File: config.mk
export PLATFORM = sky130hd
export DESIGN_NAME = pll_lock_supervisor_flat
export DESIGN_NICKNAME = d
export VERILOG_FILES = /design/src/rtl/pll_lock_supervisor_if.sv /design/src/rtl/pll_lock_supervisor.sv /design/src/flat_wrapper.sv
export SDC_FILE = /design/constraint.sdc
export NUM_CORES = 1
export LEC_CHECK = 0
export ABC_AREA = 1
export BUFFER_PORTS_ARGS = -buffer_cell sky130_fd_sc_hd__buf_2
export CORE_UTILIZATION = 42
export DETAILED_ROUTE_END_ITERATION = 8
export GPL_TIMING_DRIVEN = 0
export HOLD_SLACK_MARGIN = 0.05
export PLACE_DENSITY = 0.64
export SLEW_MARGIN = 20
export SYNTH_ARGS = -nofsm -noshare
export SYNTH_HDL_FRONTEND = slang
export SYNTH_SLANG_ARGS = --single-unit
File: constraint.sdc
create_clock -name clk -period 1.9 [get_ports clk]
set_clock_uncertainty 0.1 [all_clocks]
set_input_delay 0.19 -clock clk [delete_from_list [all_inputs] [get_ports clk]]
set_output_delay 0.19 -clock clk [all_outputs]
set_load 0.005 [all_outputs]
File: src/rtl/pll_lock_supervisor_if.sv
// PLL-side and status signals of pll_lock_supervisor, bundled for the module port.
// master = the supervisor, slave = whatever observes it and drives the PLL LOCK input.
interface pll_lock_supervisor_if #(
    parameter int RETRY_W = 4
);
    logic               pll_lock;
    logic               clear_counts;
    logic               pll_resetb;
    logic               sys_reset;
    logic               ready;
    logic               lock_lost;
    logic [RETRY_W-1:0] retry_count;
    logic [7:0]         loss_count;
    logic [1:0]         state_dbg;

    // No valid/ready handshake here: every output is a registered level,
    // except lock_lost, which is a one-clock pulse.
    modport master (
        input  pll_lock, clear_counts,
        output pll_resetb, sys_reset, ready, lock_lost,
        output retry_count, loss_count, state_dbg
    );

    modport slave (
        output pll_lock, clear_counts,
        input  pll_resetb, sys_reset, ready, lock_lost,
        input  retry_count, loss_count, state_dbg
    );
endinterface

File: src/rtl/pll_lock_supervisor.sv
// Sequences iCE40 PLL reset/lock and gates the system reset of the PLL clock domain.
// Optional macro PLL_LOCK_GLITCH_FILTER_EN: in RUN, ignore lock dropouts shorter than 3 clocks.
module pll_lock_supervisor #(
    parameter int PLL_RST_CYCLES = 16,
    parameter int STABLE_CYCLES  = 1024,
    parameter int TIMEOUT_CYCLES = 65536,
    parameter int RETRY_W        = 4
) (
    input  logic                    clk,
    input  logic                    rst_n,
    pll_lock_supervisor_if.master   bus
);
    localparam int MAX_A   = (PLL_RST_CYCLES > STABLE_CYCLES) ? PLL_RST_CYCLES : STABLE_CYCLES;
    localparam int MAX_CYC = (MAX_A > TIMEOUT_CYCLES) ? MAX_A : TIMEOUT_CYCLES;
    localparam int CNT_W   = $clog2(MAX_CYC) + 1;

    localparam logic [CNT_W-1:0] RST_LAST = CNT_W'(PLL_RST_CYCLES - 1);
    localparam logic [CNT_W-1:0] STB_LAST = CNT_W'(STABLE_CYCLES - 1);
    localparam logic [CNT_W-1:0] TMO_LAST = CNT_W'(TIMEOUT_CYCLES - 1);
`ifdef PLL_LOCK_GLITCH_FILTER_EN
    localparam logic [CNT_W-1:0] LOSS_LAST = CNT_W'(2);
`endif

    localparam logic [1:0] S_PLL_RST   = 2'd0;
    localparam logic [1:0] S_WAIT_LOCK = 2'd1;
    localparam logic [1:0] S_STABLE    = 2'd2;
    localparam logic [1:0] S_RUN       = 2'd3;

    logic [1:0]         state_q, state_d;
    logic [CNT_W-1:0]   cnt_q, cnt_d;
    logic [1:0]         sync_q, sync_d;
    logic [RETRY_W-1:0] retry_q, retry_d;
    logic [7:0]         loss_q, loss_d;
    logic               lost_q, lost_d;
    logic               pll_resetb_q, pll_resetb_d;
    logic               sys_reset_q, sys_reset_d;
    logic               ready_q, ready_d;
    logic               lock_s;
    logic               loss_event;

    assign lock_s = sync_q[1];

    // LOCK is meaningless while the PLL is held in reset, so the synchronizer is
    // flushed then; a stale high from the previous attempt cannot leak forward.
    always_comb begin
        sync_d = 2'b00;
        if (pll_resetb_q) begin
            sync_d = {sync_q[0], bus.pll_lock};
        end
    end

    always_comb begin
        state_d    = state_q;
        cnt_d      = cnt_q + 1'b1;
        retry_d    = retry_q;
        loss_d     = loss_q;
        loss_event = 1'b0;
        case (state_q)
            S_PLL_RST: begin
                if (cnt_q == RST_LAST) begin
                    state_d = S_WAIT_LOCK;
                    cnt_d   = '0;
                end
            end
            S_WAIT_LOCK: begin
                if (lock_s) begin
                    state_d = S_STABLE;
                    cnt_d   = '0;
                end else if (cnt_q == TMO_LAST) begin
                    state_d = S_PLL_RST;
                    cnt_d   = '0;
                    if (retry_q != '1) retry_d = retry_q + 1'b1;
                end
            end
            S_STABLE: begin
                if (!lock_s) begin
                    state_d = S_WAIT_LOCK;
                    cnt_d   = '0;
                end else if (cnt_q == STB_LAST) begin
                    state_d = S_RUN;
                    cnt_d   = '0;
                end
            end
            S_RUN: begin
`ifdef PLL_LOCK_GLITCH_FILTER_EN
                // Counter tracks consecutive low clocks of lock_s.
                if (lock_s) begin
                    cnt_d = '0;
                end else if (cnt_q == LOSS_LAST) begin
                    loss_event = 1'b1;
                end
`else
                cnt_d = '0;
                if (!lock_s) loss_event = 1'b1;
`endif
                if (loss_event) begin
                    state_d = S_PLL_RST;
                    cnt_d   = '0;
                    if (loss_q != 8'hFF) loss_d = loss_q + 8'd1;
                end
            end
            default: begin
                state_d = S_PLL_RST;
                cnt_d   = '0;
            end
        endcase
        if (bus.clear_counts) begin
            retry_d = '0;
            loss_d  = '0;
        end
    end

    // Outputs are registered from the next state so they always match state_q.
    always_comb begin
        pll_resetb_d = (state_d != S_PLL_RST);
        sys_reset_d  = (state_d != S_RUN);
        ready_d      = (state_d == S_RUN);
        lost_d       = loss_event;
    end

    always_ff @(posedge clk or negedge rst_n) begin
        if (!rst_n) begin
            state_q      <= S_PLL_RST;
            cnt_q        <= '0;
            sync_q       <= 2'b00;
            retry_q      <= '0;
            loss_q       <= '0;
            lost_q       <= 1'b0;
            pll_resetb_q <= 1'b0;
            sys_reset_q  <= 1'b1;
            ready_q      <= 1'b0;
        end else begin
            state_q      <= state_d;
            cnt_q        <= cnt_d;
            sync_q       <= sync_d;
            retry_q      <= retry_d;
            loss_q       <= loss_d;
            lost_q       <= lost_d;
            pll_resetb_q <= pll_resetb_d;
            sys_reset_q  <= sys_reset_d;
            ready_q      <= ready_d;
        end
    end

    assign bus.pll_resetb  = pll_resetb_q;
    assign bus.sys_reset   = sys_reset_q;
    assign bus.ready       = ready_q;
    assign bus.lock_lost   = lost_q;
    assign bus.retry_count = retry_q;
    assign bus.loss_count  = loss_q;
    assign bus.state_dbg   = state_q;
endmodule

File: src/flat_wrapper.sv
// flat-port wrapper written by rule: the top's interface ports become plain ports
module pll_lock_supervisor_flat 
#(
    parameter int PLL_RST_CYCLES = 16,
    parameter int STABLE_CYCLES  = 1024,
    parameter int TIMEOUT_CYCLES = 65536,
    parameter int RETRY_W        = 4
)
  (clk, rst_n, bus_pll_lock, bus_clear_counts, bus_pll_resetb, bus_sys_reset, bus_ready, bus_lock_lost, bus_retry_count, bus_loss_count, bus_state_dbg);
  pll_lock_supervisor_if #(.RETRY_W(RETRY_W)) bus_i ();
  input  logic clk;
  input  logic rst_n;
  input wire logic [$bits(bus_i.pll_lock)-1:0] bus_pll_lock;
  input wire logic [$bits(bus_i.clear_counts)-1:0] bus_clear_counts;
  output wire logic [$bits(bus_i.pll_resetb)-1:0] bus_pll_resetb;
  output wire logic [$bits(bus_i.sys_reset)-1:0] bus_sys_reset;
  output wire logic [$bits(bus_i.ready)-1:0] bus_ready;
  output wire logic [$bits(bus_i.lock_lost)-1:0] bus_lock_lost;
  output wire logic [$bits(bus_i.retry_count)-1:0] bus_retry_count;
  output wire logic [$bits(bus_i.loss_count)-1:0] bus_loss_count;
  output wire logic [$bits(bus_i.state_dbg)-1:0] bus_state_dbg;
  assign bus_i.pll_lock = bus_pll_lock;
  assign bus_i.clear_counts = bus_clear_counts;
  assign bus_pll_resetb = bus_i.pll_resetb;
  assign bus_sys_reset = bus_i.sys_reset;
  assign bus_ready = bus_i.ready;
  assign bus_lock_lost = bus_i.lock_lost;
  assign bus_retry_count = bus_i.retry_count;
  assign bus_loss_count = bus_i.loss_count;
  assign bus_state_dbg = bus_i.state_dbg;
  pll_lock_supervisor #(.PLL_RST_CYCLES(PLL_RST_CYCLES), .STABLE_CYCLES(STABLE_CYCLES), .TIMEOUT_CYCLES(TIMEOUT_CYCLES), .RETRY_W(RETRY_W)) u_core (.clk(clk), .rst_n(rst_n), .bus(bus_i));
endmodule
---- Word level (Yosys, flattened, before mapping) ----
Index checks and enable logic that the tools add are counted.
storage, ports and cells
  flip-flop bits (word level) ............. 37
  bits in latches ......................... 0
  bits in writable memories ............... 0
  ROM bits ................................ 0
  memories kept ........................... 0
cells by class
  add/subtract/negate cells ............... 3
  multiply operators ...................... 0
  divide/modulo/power cells ............... 0
  order comparisons ....................... 0
  equality and inequality tests ........... 11
  shift-type cells ........................ 0
  muxes and demuxes ....................... 26
  bitwise operators ....................... 0
  reduce and logical (&&, ||, !) cells .... 10
operators with widths
  cell                   number
  $mux 17                5
  $pmux 17 s4            1
  $mux 8                 4
  $mux 4                 5
  $add 17x1->17 const B  1
  $eq 17x10->1 const B   1
  $eq 17x16->1 const B   1
  $eq 17x4->1 const B    1
  $mux 2                 7
  $reduce_bool 2->1      7
  $add 8x1->8 const B    1
  $ne 8x8->1 const B     1
  $pmux 2 s4             1
  $eq 2x2->1 const B     3
  $add 4x1->4 const B    1
  $ne 2x2->1 const B     2
  $ne 4x4->1 const B     1
  $reduce_and 4->1       1
  $mux 1                 3
  $reduce_and 3->1       1
  $eq 2x1->1 const B     1
  $logic_not 2->1        1

---- Logic depth before layout (Yosys ltp) ----
  depth after elaboration ................. 6
  mapped depth ............................ 16

---- Worst setup path after synthesis ----
OpenSTA, ideal clock, no wires.
  path kind ............................... flip-flop to flip-flop
  start point ............................. reg u_core.cnt_q[0]
  end point ............................... reg u_core.cnt_q[10]
  library setup time ...................... 0.120 ns
  arrival ................................. 1.890 ns
  data required time ...................... 1.680 ns
  setup slack ............................. -0.209 ns
  stages on the path, launching flop included .. 17
  path buffers ............................ 1
  clock period less this slack ............ 2.109 ns
  cells stage by stage .................... dfrtp_1 -> ha_1 -> nand3_2 -> nor2_4 -> nand3_1 -> nor2_1 -> nand2_1 -> nor2_1 -> nand2_1 -> inv_1 -> ha_1 -> nor2_1 -> inv_1 -> nand2_1 -> nor2_4 -> buf_6 -> nor2_1
on the way
  cells in the longest elaborated chain, start to end .. 4
RTL lines
  item                                         RTL line                                              source
  from (decl)                                  pll_lock_supervisor.sv:30                             logic [CNT_W-1:0] cnt_q, cnt_d;
  from (signal assigned)                       pll_lock_supervisor.sv:134                            cnt_q <= cnt_d;
  $add 17x1->17, or another cell as far along  pll_lock_supervisor.sv:54                             cnt_d = cnt_q + 1'b1;
  $mux 17 (on tied branches)                   pll_lock_supervisor.sv:79, pll_lock_supervisor.sv:69
  $mux 17 (on tied branches)                   pll_lock_supervisor.sv:76, pll_lock_supervisor.sv:66
  $pmux 17 s4 (*)                              pll_lock_supervisor.sv:58                             case (state_q)
  via u_core.cnt_d[10]                         pll_lock_supervisor.sv:30
Mark *: on every way through the listed nets, which the timed path passes. The rest lies on a longest branch.
A chain may end at the register's enable or synchronous reset.

---- Final worst setup path ----
  start point ............................. reg u_core.cnt_q[1]
  end point ............................... reg u_core.cnt_q[9]
The elaborated chain is that of the path after synthesis.

==> flow_metrics.py <==
metrics = {
    "critical_path": {
        "critical_path_required_ps": 1970,
        "worst_setup_path_start_kind": "flop",
        "cp-end-kind": "flop",
        "crit_family": "simple AND/OR/NAND/NOR gates",
        "reg2regPathDepth": 16,
        "crit_path_cell_trace": "ha_4 -> nand3_4 -> nor2_4 -> nand3_2 -> nor2_1 -> nand2_1 -> nor2_1 -> nand2_1 -> inv_2 -> ha_4 -> nor2_4 -> inv_2 -> nand2_2 -> nor2_4 -> buf_6 -> nor2_2",
        "crit_path_arrival_time_ps": 2280,
        "worst-r2r-setup-slack_ps": -310,
        "end_point_of_the_critical_path": "u_core.cnt_q[9]$_DFF_PN0_",
        "critical_path_depth": 16,
        "startpoint": "u_core.cnt_q[1]$_DFF_PN0_",
        "timing.rr.end": "u_core.cnt_q[9]$_DFF_PN0_",
        "crit_path_top_delay_cell": "sky130_fd_sc_hd__dfrtp_1",
        "critical_path.n_buffers_inverters": 3,
        "critical_path.most_common_cell": "sky130_fd_sc_hd__nor2_4",
        "slowest_stage_delay_on_critical_path_ps": 400,
        "critical_path_peak_fanout": 5,
        "worstReg2RegStart": "u_core.cnt_q[1]$_DFF_PN0_",
        "worst-setup-path-type": "flop to flop",
    },
    "placed_design": {
        "place.gp.congestion": 0.798,
        "port_buffers": 21,
        "dp_worst_setup_slack_ps": -486,
        "placedCellCount": 302,
        "post-dp-hpwl_mm": 2.62,
    },
    "detailed_routing": {
        "avgRoutedWirePerCell_um": 12.0,
        "drt_iter0_markers": 85,
        "count_of_unresolved_drc_violations_after_routing": 0,
        "drt.antenna.violating_nets": 0,
        "drt-vias-per-instance": 4.86,
        "first_pass_iters": 5,
        "finalWirelength_mm": 3.99,
        "num_vias": 1619,
    },
    "grt": {
        "grt_antenna_before_repair": 0,
        "track_usage_pct": 18.2,
        "grt_pass1_wl_mm": 6.89,
        "grt_start_max_net_pins": 38,
        "global_route.overflow_total": 0,
        "via_count_of_the_first_global_routing_pass": 1509,
    },
    "die": {
        "initial_utilization_pct": 43.4,
        "number_of_cell_rows": 24,
        "design.die.area_mm2": 0.00477,
        "die_h_um": 69.1,
        "core_area_mm2": 0.00435,
        "io_pins": 22,
        "die_x_um": 69.1,
    },
    "cells_and_area": {
        "layout-area-overhead-vs-synth_pct": 29.2,
        "postLayoutCoreUtil_pct": 56.1,
        "num-nets-final": 289,
        "post_route_cells_drive_above_1_share_pct": 28.5,
        "antennaDiodeCount": 0,
        "finish.cell_count_without_fillers": 333,
        "n_fill_cell": 416,
    },
    "synthesis": {
        "synth_seq_area_share_pct": 49.0,
        "syn_avg_cell_area_um2": 8.26,
        "synth-warning-count": 0,
        "synth-seq-cells": 37,
        "mapped_nets": 238,
        "post_synthesis_instance_area_mm2": 0.00189,
        "synth.lib_cells_used.distinct": 26,
        "postSynthCellCount": 229,
    },
    "sta": {
        "tightestPinTransition_ps": 822,
        "max-slew-margin-rel_pct": 45.2,
        "count_of_pins_over_their_slew_limit": 0,
        "setup_viol": 24,
        "setup_repair_after_global_routing_missed_its_margin": "true",
        "layout_setup_ws_ps": -310,
        "post-route-period-util_pct": 116,
        "post-route-min-period_ps": 2210,
        "clock.fmax_mhz": 452,
        "hold_viol_final": 0,
    },
    "clock_tree": {
        "insertion_delay_ps": 290,
        "clkSlewWorstSetupHoldPaths_ps": 70,
        "clock_tree_from_tritoncts": "yes",
        "depth_of_the_cts_h_tree": 2,
        "ctsLongestPathBuffers": 2,
        "clk_root_buffer_cell": "sky130_fd_sc_hd__clkbuf_8",
        "numClockSinks": 37,
        "tritoncts_buffers": 5,
    },
    "pwr": {
        "irDropWorstVdd_uv": 479,
        "power.leakage_nw": 1.19,
        "total_power_divided_by_cell_area_mw_per_mm2": 853,
        "power_w": 0.00208,
    },
    "outcome": {
        "violations": "setup timing",
        "outcome": "finished, violations left",
    },
    "min_path": {
        "hold_path.class": "flop to flop",
    },
    "run": {
        "timing.max_cap.violations": 0,
    },
}
-- how the worst min path moves through the flow --
stage	from	endpoint	cells after the start
2_1_floorplan	rst_n	u_core.bus.lock_lost$_DFF_PN0_	0
3_5_place_dp	rst_n	u_core.cnt_q[3]$_DFF_PN0_	1
5_1_grt	u_core.sync_q[0]$_DFF_PN0_	u_core.sync_q[1]$_DFF_PN0_	2
3_3_place_gp	rst_n	u_core.cnt_q[2]$_DFF_PN0_	1
4_1_cts	u_core.sync_q[0]$_DFF_PN0_	u_core.sync_q[1]$_DFF_PN0_	2
6_report	u_core.sync_q[0]$_DFF_PN0_	u_core.sync_q[1]$_DFF_PN0_	2
-- what timing repair did --
action / 4_1_cts / 5_1_grt
endpoints found under the hold margin: 39 / 0
endpoints found under the setup margin: 25 / 25
resized for setup: 21 / 9
setup buffers: 15 / 5
pin swaps: 9 / 7
hold buffers: 3 / 0
gates cloned: 1 / 0
-- power breakdown --
group | switching [W] | internal, W
clock | 0.000277 | 0.000254
combinational | 0.000322 | 0.000282
sequential | 0.0000823 | 0.000865
-- final cells by class --
| type | count | area [um^2] | area share (%) |
|---|---|---|---|
| inverter | 34 | 130 | 5.33 |
| clock buffer | 6 | 72.6 | 2.97 |
| buffer | 2 | 16.3 | 0.666 |
| tap | 52 | 65.1 | 2.66 |
| multi-input combinational | 156 | 925 | 37.9 |
| sequential | 37 | 927 | 38.0 |
| clock inverter | 2 | 10.0 | 0.410 |
| timing repair buffer | 44 | 297 | 12.1 |
-- cell usage in the layout, fill, tap and decap left out, types with 2 or more instances in the layout --
| cell | netlist | routed |
|---|---|---|
| sky130_fd_sc_hd__nor2_2 | 2 | 11 |
| sky130_fd_sc_hd__nor2_1 | 40 | 29 |
| sky130_fd_sc_hd__inv_1 | 34 | 30 |
| sky130_fd_sc_hd__inv_2 | 0 | 3 |
| sky130_fd_sc_hd__nand3_4 | 0 | 2 |
| sky130_fd_sc_hd__clkbuf_8 | 0 | 5 |
| sky130_fd_sc_hd__dfrtp_1 | 36 | 36 |
| sky130_fd_sc_hd__buf_2 | 1 | 22 |
| sky130_fd_sc_hd__nand2_2 | 1 | 3 |
| sky130_fd_sc_hd__ha_4 | 0 | 3 |
| sky130_fd_sc_hd__nor3_1 | 9 | 9 |
| sky130_fd_sc_hd__dlygate4sd3_1 | 0 | 3 |
| sky130_fd_sc_hd__xnor2_1 | 3 | 3 |
| sky130_fd_sc_hd__a21oi_1 | 6 | 6 |
| sky130_fd_sc_hd__buf_4 | 0 | 17 |
| sky130_fd_sc_hd__nor2_4 | 2 | 4 |
| sky130_fd_sc_hd__nand2_1 | 37 | 35 |
| sky130_fd_sc_hd__buf_6 | 1 | 4 |
| sky130_fd_sc_hd__o21ai_0 | 9 | 8 |
| sky130_fd_sc_hd__nand3_1 | 19 | 17 |
| sky130_fd_sc_hd__xor2_1 | 12 | 12 |
| sky130_fd_sc_hd__clkinv_2 | 0 | 2 |
| sky130_fd_sc_hd__nand4_1 | 3 | 3 |
| sky130_fd_sc_hd__ha_1 | 5 | 2 |
-- registers in the layout, indices dropped and copies added, names as in the netlist --
register                cells
u_core.cnt_q               17
u_core.bus.loss_count       8
u_core.bus.retry_count      4
u_core.bus.state_dbg        2
u_core.sync_q               2
u_core.bus.lock_lost        1
u_core.bus.pll_resetb       1
u_core.bus.ready            1
u_core.bus.sys_reset        1
-- synth_stat cells --
library cell	instances	share of area (%)
sky130_fd_sc_hd__nor3_1	9	2.4
sky130_fd_sc_hd__a31oi_1	1	0.33
sky130_fd_sc_hd__nand2_1	37	7.3
sky130_fd_sc_hd__o21ai_0	9	2.4
sky130_fd_sc_hd__and3_1	1	0.33
sky130_fd_sc_hd__nor3_2	1	0.53
sky130_fd_sc_hd__o21a_1	1	0.40
sky130_fd_sc_hd__nand2_2	1	0.33
sky130_fd_sc_hd__or2_1	1	0.33
sky130_fd_sc_hd__a21boi_0	1	0.40
sky130_fd_sc_hd__nor2_1	40	7.9
sky130_fd_sc_hd__dfstp_2	1	1.4
sky130_fd_sc_hd__nand3_2	1	0.53
sky130_fd_sc_hd__ha_1	5	3.3
sky130_fd_sc_hd__o211ai_1	1	0.40
sky130_fd_sc_hd__buf_2	1	0.26
sky130_fd_sc_hd__xor2_1	12	5.6
sky130_fd_sc_hd__inv_1	34	6.8
sky130_fd_sc_hd__nand3_1	19	5.0
sky130_fd_sc_hd__nor2_4	2	1.2
sky130_fd_sc_hd__nor2_2	2	0.66
sky130_fd_sc_hd__dfrtp_1	36	48
sky130_fd_sc_hd__a21oi_1	6	1.6
sky130_fd_sc_hd__buf_6	1	0.60
sky130_fd_sc_hd__nand4_1	3	0.99
sky130_fd_sc_hd__xnor2_1	3	1.4
-- cells by family (layout without fill, tap and decap cells) --
kind of cell	count (synthesis)	in the layout	share of synthesized area [%]
buf+inv	36	88	7.61
xor+xnor	15	15	6.95
simple gates	117	117	27.6
flops	37	37	49.0
compound gates	19	19	5.49
fa+ha+maj	5	5	3.31
-- per-stage QoR --
| stage | area, um^2 | TNS, ps | hold WS, ps |
|---|---|---|---|
| after floorplan | 1920 | -1530 | -206 |
| after global routing | 2440 | -10900 | 358 |
| after CTS | 2380 | -7040 | 349 |
| final | 2440 | -6240 | 341 |
| after detailed placement | 2090 | -8650 | 247 |
| after global placement | 2090 | -8180 | 232 |
-- worst reg2reg max path, stage by stage, from the launching register on --
cell	delay, ps
sky130_fd_sc_hd__dfrtp_1	400
sky130_fd_sc_hd__ha_4	170
sky130_fd_sc_hd__nand3_4	90
sky130_fd_sc_hd__nor2_4	140
sky130_fd_sc_hd__nand3_2	90
sky130_fd_sc_hd__nor2_1	100
sky130_fd_sc_hd__nand2_1	80
sky130_fd_sc_hd__nor2_1	90
sky130_fd_sc_hd__nand2_1	90
sky130_fd_sc_hd__inv_2	80
sky130_fd_sc_hd__ha_4	140
sky130_fd_sc_hd__nor2_4	40
sky130_fd_sc_hd__inv_2	50
sky130_fd_sc_hd__nand2_2	60
sky130_fd_sc_hd__nor2_4	200
sky130_fd_sc_hd__buf_6	160
sky130_fd_sc_hd__nor2_2	40
-- routing by layer --
layer	vias up	GRT usage, %	wire, um
met1	762	23.4	1740
met4	0	5.44	38
met3	4	4.39	134
met5	-	0	0
met2	29	30.4	2070
li1	824	-	-
(Power assumes the default switching activity.)
